<file path="src/rtl/reg_dump_if.sv">
// Byte-stream and register-file port bundle for reg_dump.
// master = the environment (register file + sink), slave = the dumper.
interface reg_dump_if;
    logic        start;
    logic        abort;
    logic [3:0]  r_sel;
    logic [31:0] r_value;
    logic [7:0]  out_data;
    logic        out_valid;
    logic        out_ready;
    logic        busy;
    logic        done;

    modport master (
        output start, abort, r_value, out_ready,
        input  r_sel, out_data, out_valid, busy, done
    );

    modport slave (
        input  start, abort, r_value, out_ready,
        output r_sel, out_data, out_valid, busy, done
    );
endinterface

</file>
<file path="src/rtl/reg_dump.sv">
// Streams registers x0..x[NUM_REGS-1] LSB byte first over a valid/ready byte port.
// Define REG_DUMP_CHECKSUM_EN to append an XOR checksum byte after the last register.
module reg_dump #(
    parameter int NUM_REGS = 16
) (
    input logic       clk,
    input logic       rst,
    reg_dump_if.slave dump
);
    localparam logic [3:0] LAST_IDX = 4'(NUM_REGS - 1);

    typedef enum logic [1:0] {
        IDLE = 2'd0,
        LOAD = 2'd1,
        SEND = 2'd2
`ifdef REG_DUMP_CHECKSUM_EN
        , CSUM = 2'd3
`endif
    } state_e;

    state_e      state_q, state_d;
    logic [3:0]  regIdx_q, regIdx_d;
    logic [1:0]  byteCnt_q, byteCnt_d;
    logic [31:0] shift_q, shift_d;
    logic        done_q, done_d;
    logic        xfer;
`ifdef REG_DUMP_CHECKSUM_EN
    logic [7:0]  csum_q, csum_d;
`endif

    assign xfer = dump.out_valid && dump.out_ready;

    always_ff @(posedge clk or posedge rst) begin
        if (rst) begin
            state_q   <= IDLE;
            regIdx_q  <= 4'd0;
            byteCnt_q <= 2'd0;
            shift_q   <= 32'd0;
            done_q    <= 1'b0;
`ifdef REG_DUMP_CHECKSUM_EN
            csum_q    <= 8'd0;
`endif
        end else begin
            state_q   <= state_d;
            regIdx_q  <= regIdx_d;
            byteCnt_q <= byteCnt_d;
            shift_q   <= shift_d;
            done_q    <= done_d;
`ifdef REG_DUMP_CHECKSUM_EN
            csum_q    <= csum_d;
`endif
        end
    end

    always_comb begin
        state_d   = state_q;
        regIdx_d  = regIdx_q;
        byteCnt_d = byteCnt_q;
        shift_d   = shift_q;
        done_d    = 1'b0;
`ifdef REG_DUMP_CHECKSUM_EN
        csum_d    = csum_q;
`endif
        case (state_q)
            IDLE: begin
                if (dump.start) begin
                    state_d   = LOAD;
                    regIdx_d  = 4'd0;
                    byteCnt_d = 2'd0;
`ifdef REG_DUMP_CHECKSUM_EN
                    csum_d    = 8'd0;
`endif
                end
            end
            LOAD: begin
                shift_d = dump.r_value;
                state_d = SEND;
            end
            SEND: begin
                if (xfer) begin
                    shift_d   = {8'h00, shift_q[31:8]};
                    byteCnt_d = byteCnt_q + 2'd1;
`ifdef REG_DUMP_CHECKSUM_EN
                    csum_d    = csum_q ^ shift_q[7:0];
`endif
                    if (byteCnt_q == 2'd3) begin
                        if (regIdx_q < LAST_IDX) begin
                            regIdx_d = regIdx_q + 4'd1;
                            state_d  = LOAD;
                        end else begin
`ifdef REG_DUMP_CHECKSUM_EN
                            state_d  = CSUM;
`else
                            state_d  = IDLE;
                            regIdx_d = 4'd0;
                            done_d   = 1'b1;
`endif
                        end
                    end
                end
            end
`ifdef REG_DUMP_CHECKSUM_EN
            CSUM: begin
                if (xfer) begin
                    state_d  = IDLE;
                    regIdx_d = 4'd0;
                    done_d   = 1'b1;
                end
            end
`endif
            default: state_d = IDLE;
        endcase

        // Abort wins over any transfer in the same cycle and suppresses done.
        if (dump.abort && (state_q != IDLE)) begin
            state_d   = IDLE;
            regIdx_d  = 4'd0;
            byteCnt_d = 2'd0;
            done_d    = 1'b0;
        end
    end

    always_comb begin
        dump.busy      = (state_q != IDLE);
        dump.done      = done_q;
        dump.r_sel     = regIdx_q;
        dump.out_valid = 1'b0;
        dump.out_data  = 8'h00;
        case (state_q)
            SEND: begin
                dump.out_valid = !dump.abort;
                dump.out_data  = shift_q[7:0];
            end
`ifdef REG_DUMP_CHECKSUM_EN
            CSUM: begin
                dump.out_valid = !dump.abort;
                dump.out_data  = csum_q;
            end
`endif
            default: begin
                dump.out_valid = 1'b0;
                dump.out_data  = 8'h00;
            end
        endcase
    end
endmodule

</file>
<file path="src/flat_wrapper.sv">
// flat-port wrapper written by rule: the top's interface ports become plain ports
module reg_dump_flat 
#(
    parameter int NUM_REGS = 16
)
  (clk, rst, dump_start, dump_abort, dump_r_value, dump_out_ready, dump_r_sel, dump_out_data, dump_out_valid, dump_busy, dump_done);
  reg_dump_if dump_i ();
  input logic clk;
  input logic rst;
  input wire logic [$bits(dump_i.start)-1:0] dump_start;
  input wire logic [$bits(dump_i.abort)-1:0] dump_abort;
  input wire logic [$bits(dump_i.r_value)-1:0] dump_r_value;
  input wire logic [$bits(dump_i.out_ready)-1:0] dump_out_ready;
  output wire logic [$bits(dump_i.r_sel)-1:0] dump_r_sel;
  output wire logic [$bits(dump_i.out_data)-1:0] dump_out_data;
  output wire logic [$bits(dump_i.out_valid)-1:0] dump_out_valid;
  output wire logic [$bits(dump_i.busy)-1:0] dump_busy;
  output wire logic [$bits(dump_i.done)-1:0] dump_done;
  assign dump_i.start = dump_start;
  assign dump_i.abort = dump_abort;
  assign dump_i.r_value = dump_r_value;
  assign dump_i.out_ready = dump_out_ready;
  assign dump_r_sel = dump_i.r_sel;
  assign dump_out_data = dump_i.out_data;
  assign dump_out_valid = dump_i.out_valid;
  assign dump_busy = dump_i.busy;
  assign dump_done = dump_i.done;
  reg_dump #(.NUM_REGS(NUM_REGS)) u_core (.clk(clk), .rst(rst), .dump(dump_i));
endmodule
</file>
<file path="config.mk">
export PLATFORM = sky130hd
export DESIGN_NAME = reg_dump_flat
export DESIGN_NICKNAME = d
export VERILOG_FILES = /design/src/rtl/reg_dump_if.sv /design/src/rtl/reg_dump.sv /design/src/flat_wrapper.sv
export SDC_FILE = /design/constraint.sdc
export NUM_CORES = 1
export LEC_CHECK = 0
export ABC_AREA = 1
export ABC_CLOCK_PERIOD_IN_PS = 1660
export BUFFER_PORTS_ARGS = -buffer_cell sky130_fd_sc_hd__buf_4
export CAP_MARGIN = 20
export CORE_MARGIN = 1
export CORE_UTILIZATION = 45
export CTS_CLUSTER_SIZE = 28
export DETAILED_ROUTE_END_ITERATION = 8
export PLACE_DENSITY = 0.69
export RECOVER_POWER = 100
export SLEW_MARGIN = 15
export SYNTH_ARGS = -nofsm -noshare
export SYNTH_HDL_FRONTEND = slang
export SYNTH_SLANG_ARGS = --single-unit
export TNS_END_PERCENT = 100
</file>
<file path="constraint.sdc">
create_clock -name clk -period 1.66 [get_ports clk]
set_input_delay 0.166 -clock clk [delete_from_list [all_inputs] [get_ports clk]]
set_output_delay 0.166 -clock clk [all_outputs]
set_load 0.03 [all_outputs]
</file>
Yosys cells after proc, flatten, opt, wreduce, memory -nomap -nowiden
Index checks and enable logic that the tools add are counted.
- input port bits: 37
- register bits: 41
- logic and storage cells: 51
- reduce and logical (&&, ||, !) cells: 11
- mux-type cells: 25
- magnitude comparators: 1
- $add $sub $neg: 2
- eq/ne operators: 7
- operator list (cell ; number):
    $pmux 32 s2 ; 1
    $mux 32 ; 1
    $mux 4 ; 5
    $mux 2 ; 7
    $mux 8 ; 1
    $pmux 4 s2 ; 1
    $mux 1 ; 7
    $ne 3x1->1 const B ; 2
    $pmux 2 s3 ; 1
    $reduce_and 3->1 ; 2
    $add 4x1->4 const B ; 1
    $eq 2x2->1 const B ; 2
    $lt 4x4->1 const B ; 1
    $pmux 2 s2 ; 1
    $reduce_and 4->1 ; 1
    $reduce_bool 2->1 ; 2
    $ne 3x2->1 const B ; 1
    $reduce_bool 3->1 ; 1
    $add 2x1->2 const B ; 1
    $eq 2x1->1 const B ; 1
    $logic_and 1x1->1 ; 2
    $logic_not 2->1 ; 1
    $ne 2x1->1 const B ; 1
    $reduce_and 2->1 ; 1
    $logic_not 1->1 ; 1

Depth between registers and ports, before layout
- depth after elaboration: 6
- mapped depth: 9
- depth with buffers taken out: 7

Least setup slack after synthesis
Ideal clock, no wire load.
- path type: reg-to-output
- start point: register u_core.state_q[0]
- end point: output dump_out_data[0]
- arrival: 1253 ps
- stages on the path, launching flop included: 6
- required time: 1494 ps
- slack: 241 ps
- cells stage by stage: dfrtp_1 -> inv_2 -> nand2_2 -> buf_6 -> buf_2 -> nor2_1
- longest elaborated chain between the ends: 2
- ends and longest elaborated chain (item ; line ; RTL):
    start, declared ; reg_dump.sv:21 ; state_e state_q, state_d;
    start signal, assigned ; reg_dump.sv:44 ; state_q <= state_d;
    $eq 2x2->1 ; reg_dump.sv:129 ; case (state_q)
    $mux 8 ; reg_dump.sv:129 ;
    end, declared ; flat_wrapper.sv:15 ; output wire logic [$bits(dump_i.out_data)-1:0] dump_out_data;
Every way passes these cells.

Worst setup path after layout
- start point: register u_core.state_q[1]
- end point: output dump_out_data[7]
The elaborated chain is that of the path after synthesis.

==> metrics.yaml <==
h-tree-depth: 2
wl_per_cell_um: 11.01
cp.required_ns: 1.49
die_x_um: 71.82
grt_pass1_vias: 1556
ys.warnings.count: 0
worst_slew_pin_slew_ns: 0.6485
swShare_pct: 40.75
use_met1_pct: 22.94
p_leak_nw: 1.364
ioPinCount: 52
intPower_mw: 2.570
end_kind: "output pin"
grt_pass1_wl_um: 6837
die-area_um2: 5157
critPathBufInv: 2
hpwl_um: 2856
p_sw_mw: 1.767
setup_viol_count_final: 0
start_util_pct: 46.75
synth_top_area_share_pct: 46.78
crit_path_max_fanout: 52
max_stage_delay_ns: 0.42
cap_viol_max_count: 0
dieHeight_um: 71.82
busiest_layer: "met2"
synth-simple-area-share_pct: 21.16
design_area_um2: 2618
ys.flop_type: "dfrtp_1"
start_kind: "flip-flop"
drive_above_1_share_pct: 24.29
synth_commonest_cells: "nand2_1 (56), dfrtp_1 (41), inv_1 (41)"
port_buffers: 51
ant_nets: 0
synth_xor_area_share_pct: 0
synthCells: 266
gr-usage-met3_pct: 3.376
cts_buffers: 5
seqPwrFrac_pct: 35.8
crit_chain: "nand2_2 -> buf_12 -> nor2_1 -> buf_4"
post-place-cells: 363
root_buffer: "clkbuf_8"
netlist_area_um2: 2193
num_rows: 25
cts_setup_buffers: 0
finalCritPeriodShare_pct: 94.85
relSlewSlack_pct: 56.77
power_mw: 4.337
min_path_type: "in2reg"
synthMuxAreaShare_pct: 0
num-fill-cells: 469
clkPwrFrac_pct: 17.8
multi_input_area_um2: 832.0
place_congestion: 0.7509
drtIter0Drc: 80
netlist_top_cells_area: "dfrtp_1 (47%), nand2_1 (9.6%), o21ai_0 (8.9%), o21ai_2 (7.2%), inv_1 (7.0%)"
synth-edff-count: 0
fin_nets: 356
instances_no_fill: 371
postCtsHoldBufs: 1
final-hold-violation-count: 0
outcome: "complete, no violations"
grt_setup_unrepaired: "no"
clkLatencyLatePin_ns: 0.29
antenna_found_initial: 0
regArea_um2: 1026
cts_tree: "yes"
num_vias: 1820
synth.most_common_cell: "nand2_1"
skew_ns: 0.003693
synth-compound-area-share_pct: 18.08
synth.largest_area_cell: "dfrtp_1"
layout_min_cycle_time_ns: 1.574
critical_path.top_delay_family: "flip-flops"
area_growth_pct: 19.34
synth_top_family_by_area: "simple AND/OR/NAND/NOR gates"
n_antenna_cell: 0
clock_sinks: 41
grt_max_degree: 53
critPathKind: "reg2out"
drc: 0
grt_overflow_total: 0
dpl_cell_area_um2: 2599
grt_util_met2_pct: 27.04
ys_ff_latch: 41
yosysSeqAreaShare_pct: 46.78
slowest_stage: "dfrtp_1"
comb_power_share_pct: 46.4
clockBufferDepth: 2
tns_ns: 0
syn_nets: 305
synth_fa_ha_area_share_pct: 1.141
grt_usage_pct: 17.08
max_freq_ghz: 0.6351
avgSynthCellArea_um2: 8.246
async_flop_share_pct: 100.0
slew_viol_final: 0
cts_resized: 0
via_per_inst: 4.906
cp.arrival_ns: 1.41
drtPass1Iterations: 4
yosysUniqueCellTypes: 24
p_per_area_nw_per_um2: 1657
ir_drop_v: 0.0007064
design.core.area_um2: 4692
clk_pin_slew_ns: 0.08
routed_wl_um: 4085
[registers in the layout, indices dropped and copies added, names as in the netlist]
signal,cells
u_core.state_q,2
u_core.dump.r_sel,4
u_core.byteCnt_q,2
u_core.shift_q,32
u_core.dump.done,1
[tightest hold or removal path, cell delays in order]
cell and delay, ns:
buf_4 0.08, nand3_1 0.06, o21ai_0 0.06
[cells in the final DEF, fill, tap and decap left out]
master	count
nor3_1	1
dfrtp_1	41
nand2_1	62
a21oi_1	4
bufinv_16	1
inv_2	2
nor2_1	15
nand4_1	2
ha_1	2
clkbuf_2	4
clkbuf_4	1
o21ai_2	10
buf_4	44
clkbuf_1	5
buf_12	2
o21ai_0	50
nand2_2	4
nand3_1	15
clkinv_1	1
nand2_4	1
clkbuf_8	5
or2_2	1
o21ai_1	1
clkinv_2	1
dlygate4sd3_1	1
inv_1	40
nor2_8	1
[power by group through the flow]
stage / Sequential, mW / Combinational (mW) / Clock [mW]
floorplan: 1.57 / 1.89 / 0
global placement: 1.56 / 2.17 / 0
detailed placement: 1.57 / 2.22 / 0
CTS: 1.55 / 2.24 / 0.786
global route: 1.59 / 2.29 / 0.827
finish: 1.55 / 2.01 / 0.772
[kinds of logic (layout without fill, tap and decap cells)]
kind of cell	after synthesis	in the layout
AND/OR/NAND/NOR	102	102
buffers and inverters	56	107
AO/OA/AOI/OAI	65	65
flip-flops	41	41
adder cells (fa/ha/maj)	2	2
[final timing paths]
| kind | start | to | slack [ns] | cells past startpoint |
|---|---|---|---|---|
| setup / recovery | u_core.state_q[1]$_DFFE_PP0P_ | dump_out_data[7] | 0.09 | 4 |
| hold / removal | dump_r_value[27] | u_core.shift_q[27]$_DFFE_PP0P_ | 0.11 | 3 |
| setup reg to reg | u_core.state_q[0]$_DFFE_PP0P_ | u_core.shift_q[31]$_DFFE_PP0P_ | 0.18 | 8 |
| hold reg to reg | u_core.byteCnt_q[0]$_DFFE_PP0P_ | u_core.byteCnt_q[0]$_DFFE_PP0P_ | 0.48 | 1 |
| max in group asynchronous | rst | u_core.shift_q[3]$_DFFE_PP0P_ | 0.30 | 4 |
| min in group asynchronous | rst | u_core.dump.done$_DFF_PP0_ | 0.41 | 3 |
[area by class of cell]
cell class	instances	area share, %
clock buffer	5	2.629
clock inverter	2	1.338
inverter	43	6.166
multi-input combinational	169	31.79
sequential	41	39.20
tap	54	2.581
timing repair buffer	57	16.30
[metrics by stage]
step	hold slack, ns	setup slack [ns]	util [%]
global placement	0.1895	0.2488	55.39
CTS	0.1103	0.06868	57.81
detailed placement	0.1971	0.2001	55.39
floorplan	0.2756	0.2411	-
global route	0.1159	0.003652	55.79
finish	0.1129	0.08556	55.79
[routing by layer]
metal	routed length [um]	part of all wire, %	vias up
li1	-	-	937
met1	1957	48	821
met2	1842	45	53
met3	202	4.9	9
met4	82	2.0	0
met5	0	0	-
(Power assumes the default switching activity.)
